**src/rtl/shift_arb_pkg.sv**
```systemverilog
// shift_arb_pkg: shared types, port ids and width helper for the shift request arbiter
package shift_arb_pkg;

   typedef logic port_id_t;

   typedef enum logic {
      EMPTY = 1'b0,
      FULL  = 1'b1
   } buf_state_t;

   localparam port_id_t PORT0 = 1'b0;
   localparam port_id_t PORT1 = 1'b1;

   function automatic int data_width(input int n);
      return 2 ** n;
   endfunction

endpackage

```
**src/rtl/shift_arb_datapath.sv**
```systemverilog
// shift_arb_datapath: combinational W-bit logical right shifter; rotate-right added when SHIFT_ARB_ROTATE_EN is defined
module shift_arb_datapath
   import shift_arb_pkg::*;
#(
   parameter  int N = 2,
   localparam int W = data_width(N)
) (
   input  logic [W-1:0] a,
   input  logic [N-1:0] amt,
`ifdef SHIFT_ARB_ROTATE_EN
   input  logic         rot,
`endif
   output logic [W-1:0] y
);

`ifdef SHIFT_ARB_ROTATE_EN
   logic [N:0] back;

   // rotate wraps the bits shifted out back in from the top; amt=0 makes back=W so the wrap term vanishes
   always_comb begin
      back = (N+1)'(W) - {1'b0, amt};
      y    = rot ? ((a >> amt) | (a << back)) : (a >> amt);
   end
`else
   // logical shift with zero fill
   always_comb begin
      y = a >> amt;
   end
`endif

endmodule

```
**src/rtl/shift_req_arbiter.sv**
```systemverilog
// shift_req_arbiter: round-robin arbiter sharing one right-shift datapath between two valid/ready requesters
// with a single-entry registered output buffer; SHIFT_ARB_ROTATE_EN adds per-port rotate select inputs
module shift_req_arbiter
   import shift_arb_pkg::*;
#(
   parameter  int N = 2,
   localparam int W = data_width(N)
) (
   input  logic         clk,
   input  logic         reset_n,
   input  logic         req0_valid,
   output logic         req0_ready,
   input  logic [W-1:0] req0_a,
   input  logic [N-1:0] req0_amt,
`ifdef SHIFT_ARB_ROTATE_EN
   input  logic         req0_rot,
`endif
   input  logic         req1_valid,
   output logic         req1_ready,
   input  logic [W-1:0] req1_a,
   input  logic [N-1:0] req1_amt,
`ifdef SHIFT_ARB_ROTATE_EN
   input  logic         req1_rot,
`endif
   output logic         out_valid,
   input  logic         out_ready,
   output logic [W-1:0] out_y,
   output logic         out_src
);

   buf_state_t   state;
   port_id_t     prio;
   port_id_t     gnt;
   logic         any_valid;
   logic         can_accept;
   logic         xfer;
   logic [W-1:0] sel_a;
   logic [N-1:0] sel_amt;
   logic [W-1:0] sel_y;
`ifdef SHIFT_ARB_ROTATE_EN
   logic         sel_rot;
`endif

   assign out_valid = (state == FULL);

   // grant the lone requester, or the favoured one on contention; the buffer accepts when empty or draining
   always_comb begin
      any_valid  = req0_valid || req1_valid;
      gnt        = (req0_valid && req1_valid) ? prio : (req1_valid ? PORT1 : PORT0);
      can_accept = !out_valid || out_ready;
      xfer       = any_valid && can_accept;
      req0_ready = xfer && gnt == PORT0;
      req1_ready = xfer && gnt == PORT1;
      sel_a      = (gnt == PORT1) ? req1_a : req0_a;
      sel_amt    = (gnt == PORT1) ? req1_amt : req0_amt;
`ifdef SHIFT_ARB_ROTATE_EN
      sel_rot    = (gnt == PORT1) ? req1_rot : req0_rot;
`endif
   end

   shift_arb_datapath #(.N(N)) u_dp (
      .a   (sel_a),
      .amt (sel_amt),
`ifdef SHIFT_ARB_ROTATE_EN
      .rot (sel_rot),
`endif
      .y   (sel_y)
   );

   // output buffer and priority pointer; a transfer loads and flips priority, a drain without transfer empties
   always_ff @(posedge clk or negedge reset_n) begin
      if (!reset_n) begin
         state   <= EMPTY;
         out_y   <= '0;
         out_src <= PORT0;
         prio    <= PORT0;
      end else if (xfer) begin
         state   <= FULL;
         out_y   <= sel_y;
         out_src <= gnt;
         prio    <= ~gnt;
      end else if (out_ready) begin
         state   <= EMPTY;
      end
   end

endmodule
```
**config.mk**
```make
export PLATFORM = sky130hd
export DESIGN_NAME = shift_req_arbiter
export DESIGN_NICKNAME = d
export VERILOG_FILES = /design/src/rtl/shift_arb_pkg.sv /design/src/rtl/shift_arb_datapath.sv /design/src/rtl/shift_req_arbiter.sv
export SDC_FILE = /design/constraint.sdc
export NUM_CORES = 1
export LEC_CHECK = 0
export ABC_AREA = 0
export BUFFER_PORTS_ARGS = -buffer_cell sky130_fd_sc_hd__buf_2
export CAP_MARGIN = 40
export CORE_ASPECT_RATIO = 1.1
export CORE_MARGIN = 1.5
export CORE_UTILIZATION = 30
export CTS_CLUSTER_DIAMETER = 200
export DETAILED_ROUTE_END_ITERATION = 6
export PLACE_DENSITY_LB_ADDON = 0.15
export SLEW_MARGIN = 20
export SYNTH_ARGS = -nofsm -noshare
export SYNTH_HDL_FRONTEND = slang
export SYNTH_SLANG_ARGS = --single-unit
export TNS_END_PERCENT = 5
```
**constraint.sdc**
```tcl
create_clock -name clk -period 1.18 [get_ports clk]
set_input_delay 0.118 -clock clk [delete_from_list [all_inputs] [get_ports clk]]
set_output_delay 0.118 -clock clk [all_outputs]
set_load 0.05 [all_outputs]
```
==> metrics, run 1 <==
status=finished with violations; failing checks=negative setup slack; CP endpoint kind=primary output; Post-synth EDFFs=0; R2R depth=3; fin cells=100; vias in the first global route=454; R2R Path End=out_y[3]; clock skew=6.815 ps; Final WS setup=-86.86 ps; DIE WIDTH=41.90 um; critical path arrival=1150 ps; unrepaired setup endpoints after global routing=true; CP max stage delay=380 ps; critical path required time=1060 ps; DP Worst Slack=-25.07 ps; Die Area=1918 um2; H-tree depth=1; worst-path maximum fanout=6; Nets=101; top-count cell post-synth=dfrtp_1; Mapped Nets=69; CTS sink count=7; Iter 0 DRT Violations=7; Hold Path Depth=3; GRT Overall Usage=14.82%; first-pass GRT wire length=2.049 mm; Worst Setup Path Type=reg -> out; pin count of the biggest net entering global routing=11; Slowest-stage cell, CP=dfrtp_1; WL final=1.241 mm; CTS clock-pin slew for the worst setup and hold paths=50 ps; worst slew pin tran=260.5 ps; DRT antenna net count=0; maximum clock rate=0.7894 GHz; share of cells above drive strength 1=53.01%; Cell Rows=15; Total Power=0.0008859 W; Final Setup Violations=4; DRC=0; WL per Instance=12.41 um; ys flop type=dfrtp_1; Ys Warns=0; sequential area share after synthesis=35.09%; IO Port Bufs=24; pwr dens=1180 nW/um2; top cells by count, synth=dfrtp_1 (7), inv_1 (6); CTS tree=done; Cells after Synth=52; Startpoint Class=register; Final min period=1267 ps; dpl cells=93; fill cell count=158; area leader, netlist=dfrtp_1; worst min-delay path category=in -> reg; worst-case hold path end point=out_y[3]; clock latency on the worst-skew pair=250 ps; Synth cell types=28; CTS root buffer=clkbuf_4; final critical-path share of the clock period=107.4%; #FFs+latches synth=7; Leak=0.3589 nW; core area=1558 um2; clk buf depth=2; drt pass-1 iters=4; reg-to-reg startpoint=prio; grt ovf=0; Max VDD drop=0.5465 mV; crit path cell chain=nand2b_4 -> nand3_4 -> clkinvlp_4 -> buf_6; Die Ht=45.79 um; Avg Cell Area, Syn=9.601 um2; ys async rst share=100.0%; initial antenna violation count=0; Initial Utilization=32.05%; total of max-cap violations=0; hpwl dp=1.009 mm; DR vias=530; main area contributors after synthesis=dfrtp_1 (35%), mux4_2 (9.0%), inv_1 (4.5%); Max transition margin=82.57%; average vias per placed instance=5.300; Final Max Tran Viols=0; Area Overhead vs Synth=50.38%; Top Ports=25; CTS Buf Count=3; register-to-register setup slack=-40 ps; endpoints failing hold=0; post-synth top area share=35.09%; cell area after synthesis=499.2 um2; Worst Hold Launch=req1_a[3]; gpl congestion=0.7717; ANT cells=0
==> flip-flops by register name (all words and copies together), names as in the netlist <==
register and count:
out_src 1, out_y 4, prio 1, out_valid 1
==> layer usage <==
| layer | wire (um) | global-route usage [%] | share of wire, % | vias up |
|---|---|---|---|---|
| met4 | 19 | 7.742 | 1.5 | 0 |
| met2 | 599 | 23.44 | 48 | 22 |
| met1 | 547 | 18.69 | 44 | 244 |
| met5 | 0 | 0 | 0 | - |
| met3 | 75 | 3.968 | 6.0 | 2 |
| li1 | - | - | - | 262 |
==> cell type report <==
cell class	instances	area, um2	share of cell area (%)
clock buffers	4	26.28	3.500
inverters	6	26.28	3.500
multi-input cells	37	327.8	43.67
flip-flops and latches	7	176.4	23.50
well taps	17	21.27	2.833
repair buffers	29	172.7	23.00
==> worst max-delay path, delay by kind of cell, from the launching register on <==
kind / cells / cell delay [ps]
flops: 1 / 380
simple gates: 2 / 290
buf+inv: 2 / 230
==> cells by family after synthesis <==
| logic type | count (synthesis) | share of synthesized area (%) |
|---|---|---|
| AO/OA/AOI/OAI | 16 | 23.06 |
| buffers and inverters | 8 | 7.518 |
| flip-flops | 7 | 35.09 |
| multiplexers | 6 | 17.54 |
| AND/OR/NAND/NOR | 15 | 16.79 |
==> layout by cell type, fill, tap and decap left out, types with 2 or more instances in the layout <==
cell type	instances
buf_2	22
dfrtp_1	6
inv_1	5
buf_4	4
nor2_1	3
o21ai_0	3
clkbuf_4	3
nand2b_4	2
a21oi_1	2
a31oi_1	2
nand2_1	2
mux2i_1	2
mux2_2	2
mux4_2	2
buf_6	2
==> what timing repair did <==
action                                  CTS  global route
setup buffers                             2             0
endpoints found under the hold margin     7             0
endpoints found under the setup margin    4             6
pin swaps                                 4             0
hold buffers                              1             0
gates resized for setup                   5             1
==> worst max-delay path by stage <==
stage | startpoint | end | slack (ps)
after floorplan | prio | out_y[3] | -2
after global placement | prio | out_y[3] | 6
after detailed placement | prio | out_y[3] | -30
after CTS | prio | req1_ready | -100
after global routing | prio | req1_ready | -150
final | prio | req1_ready | -90
==> per-stage QoR <==
step / hold slack (ps) / TNS, ps / util [%] / instance area [um2]
2_1_floorplan: -177.6 / -2.015 / - / 538.0
3_3_place_gp: -36.96 / 0 / 43.61 / 679.4
3_5_place_dp: -35.98 / -29.41 / 43.61 / 679.4
4_1_cts: 184.4 / -250.8 / 48.19 / 750.7
5_1_grt: 205.0 / -484.2 / 48.19 / 750.7
6_report: 185.5 / -213.4 / 48.19 / 750.7
==> power breakdown <==
group	total, W	internal (W)	switching (W)	leakage (nW)
clock	0.000218	0.000129	0.0000886	0.0150
combinational	0.000375	0.000134	0.000240	0.263
sequential	0.000294	0.000275	0.0000182	0.0810
total	0.000886	0.000539	0.000347	0.359
No activity file was read; power rests on OpenSTA's default activity.
==> run 2: changes to the inputs <==
--- a/config.mk
+++ b/config.mk
@@ -14,6 +14,7 @@
 export CTS_CLUSTER_DIAMETER = 200
 export DETAILED_ROUTE_END_ITERATION = 6
 export PLACE_DENSITY_LB_ADDON = 0.15
+export REMOVE_ABC_BUFFERS = 1
 export SLEW_MARGIN = 20
 export SYNTH_ARGS = -nofsm -noshare
 export SYNTH_HDL_FRONTEND = slang
==> run 2 against run 1 <==
Against the previous run: wire length grew 12%; largest power group unchanged; the run still ends with negative setup slack left; sequential power is essentially flat; register-to-register slack is essentially flat; clock power is essentially flat; critical path depth shrank 1; combinational power grew 5.3%; final cell count grew 5.0%.
==> metrics, run 2 (synthesis gave the netlist of run 1 again) <==
status=finished with violations; failing checks=negative setup slack; CTS root buffer=clkbuf_4; worst setup path endpoint=req0_ready; initial antenna violation count=0; Final Setup Violations=3; met1 usage=19.46%; most frequent cells in the layout=buf_2 (22), buf_4 (8), dfrtp_1 (7); drt pass-1 iters=4; Min Hold Slack=190.9 ps; Startpoint Class=register; CP endpoint kind=primary output; Final min period=1265 ps; Die Area=1918 um2; pwr dens=1153 nW/um2; Final WS setup=-85.12 ps; Area Overhead vs Synth=57.64%; most common cell after layout, fill and taps aside=buf_2; share of cells above drive strength 1=55.68%; maximum clock rate=0.7904 GHz; crit path cell chain=nand2b_4 -> a21oi_2 -> buf_6; gpl congestion=0.7066; Top reg by flops=out_y; final core occ=50.52%; worst slew pin tran=328.1 ps; combinational cell fraction of total power=43.5%; clock latency on the worst-skew pair=250 ps; GRT busiest layer=met2; DR vias=546; worst min-delay path category=in -> reg; Nets=106; vias in the first global route=538; ANT cells=0; clock skew=3.389 ps; DRC=0; average vias per placed instance=5.200; CP startpoint=prio; Top Ports=25; Bufs and invs on worst path=1; Switching Share=38.91%; DIE WIDTH=41.90 um; Slowest-stage cell, CP=dfrtp_1; max FFs per register=4; Worst Setup Path Type=reg -> out; Initial Utilization=32.05%; Total Power=0.0009073 W; CTS tree=done; clk buf depth=2; WL final=1.394 mm; Seq pwr share=32.1%; CP Depth=3; critical path required time=1060 ps; grt ovf=0; DRT antenna net count=0; fin cells=105; GRT met2 Usage=28.75%; critical path arrival=1150 ps; core area=1558 um2; CTS sink count=7; Leak=0.3925 nW; internal power=0.0005542 W; final critical-path share of the clock period=107.2%; register-to-register setup slack=-30 ps; WL per Instance=13.28 um; IO Port Bufs=24; CTS clock-pin slew for the worst setup and hold paths=50 ps; Die Ht=45.79 um; Max transition margin=78.04%; R2R depth=3; Max VDD drop=0.4453 mV; met3 usage=2.778%; Iter 0 DRT Violations=10; cell family with most CP delay=flip-flops; CTS Buf Count=3; endpoints failing hold=0; dpl cells=96; clock share of power=24.4%; R2R Path End=out_y[3]; Final Max Tran Viols=0; total of max-cap violations=0; pin count of the biggest net entering global routing=11; unrepaired setup endpoints after global routing=true; CP max stage delay=380 ps; H-tree depth=1; Cell Rows=15; first-pass GRT wire length=2.290 mm; hpwl dp=1.033 mm; worst-path maximum fanout=6; Sw Pwr=0.0003531 W; reg-to-reg startpoint=prio; GRT Overall Usage=16.54%
==> run 2: worst min path at each step <==
stage | cells past startpoint | to | slack, ps | start
6_report | 3 | out_y[0] | 190 | req0_valid
5_1_grt | 3 | out_y[0] | 200 | req0_valid
4_1_cts | 3 | out_y[0] | 180 | req0_valid
3_5_place_dp | 1 | out_valid | -30 | reset_n
3_3_place_gp | 1 | out_valid | -40 | reset_n
2_1_floorplan | 0 | out_src | -180 | reset_n
==> run 2: metal layers <==
layer	share of wire [%]	vias to the layer above	wire length (um)
met3	5.5	4	76
met4	1.9	0	26
met1	42	247	585
li1	-	268	-
met2	51	27	705
met5	0	-	0
==> run 2: final cells by class <==
cell class                      instances  area (um2)
Clock buffer                            4       26.28
Fill cell                             156       770.7
Inverter                                6       22.52
Multi-Input combinational cell         37       324.1
Sequential cell                         7       175.2
Tap cell                               17       21.27
Timing Repair Buffer                   34       217.7
==> run 2: through the flow <==
step / setup WS, ps / cell area [um2] / setup TNS, ps
finish: -85.12 / 787.0 / -143.9
global route: -114.6 / 787.0 / -407.4
CTS: -143.0 / 763.2 / -242.1
detailed placement: -78.95 / 663.1 / -100.8
global placement: -56.93 / 663.1 / -56.93
floorplan: -598.1 / 484.2 / -943.6
==> run 2: timing repair <==
action                                 CTS  global route
setup endpoints to repair                5             7
pin swaps                                3             4
hold buffers                             1             0
endpoints found under the hold margin    7             0
gates resized for setup                  9             6
buffers inserted                         4             0
==> run 2: power by group through the flow <==
stage / Clock [W] / Sequential (W) / Combinational [W]
2_1_floorplan: 0 / 0.000400 / 0.000116
3_3_place_gp: 0 / 0.000292 / 0.000344
3_5_place_dp: 0 / 0.000294 / 0.000345
4_1_cts: 0.000231 / 0.000290 / 0.000383
5_1_grt: 0.000246 / 0.000296 / 0.000422
6_report: 0.000221 / 0.000291 / 0.000395
==> run 2: tightest hold or removal path: stages <==
cell and delay, ps:
buf_2 140, o2111ai_2 60, o211ai_1 70
==> run 3: changes to the inputs <==
--- a/config.mk
+++ b/config.mk
@@ -8,9 +8,11 @@
 export ABC_AREA = 0
 export BUFFER_PORTS_ARGS = -buffer_cell sky130_fd_sc_hd__buf_2
 export CAP_MARGIN = 40
+export CELL_PAD_IN_SITES_DETAIL_PLACEMENT = 0
+export CELL_PAD_IN_SITES_GLOBAL_PLACEMENT = 1
 export CORE_ASPECT_RATIO = 1.1
 export CORE_MARGIN = 1.5
-export CORE_UTILIZATION = 30
+export CORE_UTILIZATION = 28
 export CTS_CLUSTER_DIAMETER = 200
 export DETAILED_ROUTE_END_ITERATION = 6
 export PLACE_DENSITY_LB_ADDON = 0.15
==> run 3 against run 2 <==
Against the previous run: the run still ends with negative setup slack left; non-clock buffer count decreased by 2; total power is 2.0% lower; critical path type unchanged; clock skew fell by 1.7 ps; global-route usage decreased by 2.3 points; maximum frequency is 3.2% higher; core utilization decreased by 3.4 points; wire length is 6.0% lower; register-to-register slack improved by 50 ps; critical endpoint unchanged.
==> metrics, run 3 (synthesis gave the netlist of run 1 again) <==
CP endpoint kind=primary output; core area=1614 um2; DRT antenna net count=0; CTS clock-pin slew for the worst setup and hold paths=50 ps; vias in the first global route=502; Final WS setup=-46.14 ps; initial antenna violation count=0; share of cells above drive strength 1=51.16%; final core occ=47.13%; ANT cells=0; DR vias=531; CTS sink count=7; worst slew pin tran=278.5 ps; critical path required time=1060 ps; Initial Utilization=30.93%; Final Setup Violations=2; Bufs and invs on worst path=1; Slowest-stage cell, CP=dfrtp_1; R2R depth=3; Max transition margin=81.37%; average vias per placed instance=5.155; total of max-cap violations=0; Top Ports=25; Total Power=0.0008893 W; most common cell after layout, fill and taps aside=buf_2; GRT Overall Usage=14.29%; Die Area=2046 um2; IO Port Bufs=24; maximum clock rate=0.8156 GHz; WL per Instance=12.73 um; Min Hold Slack=180.9 ps; pwr dens=1169 nW/um2; Cell Rows=15; reg-to-reg startpoint=prio; Max VDD drop=0.3616 mV; pin count of the biggest net entering global routing=11; Nets=104; max FFs per register=4; unrepaired setup endpoints after global routing=true; worst min-delay path category=in -> reg; status=finished with violations; endpoints failing hold=0; Worst Hold Launch=req1_a[3]; worst-path maximum fanout=4; final critical-path share of the clock period=103.9%; clock latency on the worst-skew pair=250 ps; placed inst area=678.2 um2; Top reg by flops=out_y; final instance area=760.7 um2; CP startpoint=out_valid; Iter 0 DRT Violations=3; clock skew=1.703 ps; WL final=1.311 mm; failing checks=negative setup slack; clk buf depth=2; Area Overhead vs Synth=52.38%; drt pass-1 iters=2; CP max stage delay=410 ps; Leak=0.3813 nW; Worst Setup Path Type=reg -> out; DIE WIDTH=43.26 um; Final Max Tran Viols=0; cell family with most CP delay=flip-flops; CP Depth=4; Post-CTS Setup Bufs=0; H-tree depth=1; grt ovf=0; Die Ht=47.29 um; Final min period=1226 ps; setup tns final=-88.38 ps; hpwl dp=1.042 mm; CTS Buf Count=3; critical path arrival=1110 ps; crit path cell chain=nand2b_4 -> nand2_4 -> a21oi_4 -> buf_6; most frequent cells in the layout=buf_2 (22), dfrtp_1 (7), buf_4 (7); Hold Path Depth=3; CTS root buffer=clkbuf_4; first-pass GRT wire length=2.056 mm; Startpoint Class=register; DRC=0; gpl congestion=0.6956; CTS tree=done
-- run 3: per-layer routing --
metal | GRT usage (%) | vias to the layer above | share of wire (%)
li1 | - | 263 | -
met1 | 17.13 | 246 | 41
met2 | 23.28 | 20 | 52
met3 | 1.154 | 2 | 4.9
met4 | 12.73 | 0 | 1.4
met5 | 0 | - | 0
-- run 3: worst min-delay path: stages --
cell     delay (ps)
buf_2           120
nand4_1          80
a31oi_1          70
-- run 3: per-stage QoR --
| stage | cells | setup WS [ps] |
|---|---|---|
| floorplan | 50 | -598.1 |
| global placement | 98 | -69.34 |
| detailed placement | 98 | -100.5 |
| CTS | 103 | -146.6 |
| global route | 103 | -115.7 |
| finish | 103 | -46.14 |
-- run 3: timing repair --
item | 4_1_cts | 5_1_grt
hold buffers | 1 | 0
setup endpoints to repair | 5 | 5
gates resized for setup | 7 | 4
hold endpoints to repair | 7 | 0
pin swaps | 2 | 1
-- run 3: worst paths after layout --
path / endpoint / slack [ps]
setup / recovery: req0_ready / -50
hold / removal: out_y[3] / 180
setup reg to reg: out_y[3] / 20
hold reg to reg: out_src / 520
max in group asynchronous: prio / 790
min in group asynchronous: out_src / 230
-- run 3: cell type report --
| type | instances | area [um2] |
|---|---|---|
| clock buffers | 4 | 26.28 |
| fillers | 170 | 853.3 |
| inverters | 6 | 22.52 |
| multi-input cells | 37 | 320.3 |
| flip-flops and latches | 7 | 175.2 |
| well taps | 17 | 21.27 |
| repair buffers | 32 | 195.2 |
-- run 3: where the power goes --
| part | internal, W | switching [W] |
|---|---|---|
| sequential | 0.000275 | 0.0000166 |
| combinational | 0.000140 | 0.000239 |
| clock | 0.000129 | 0.0000904 |
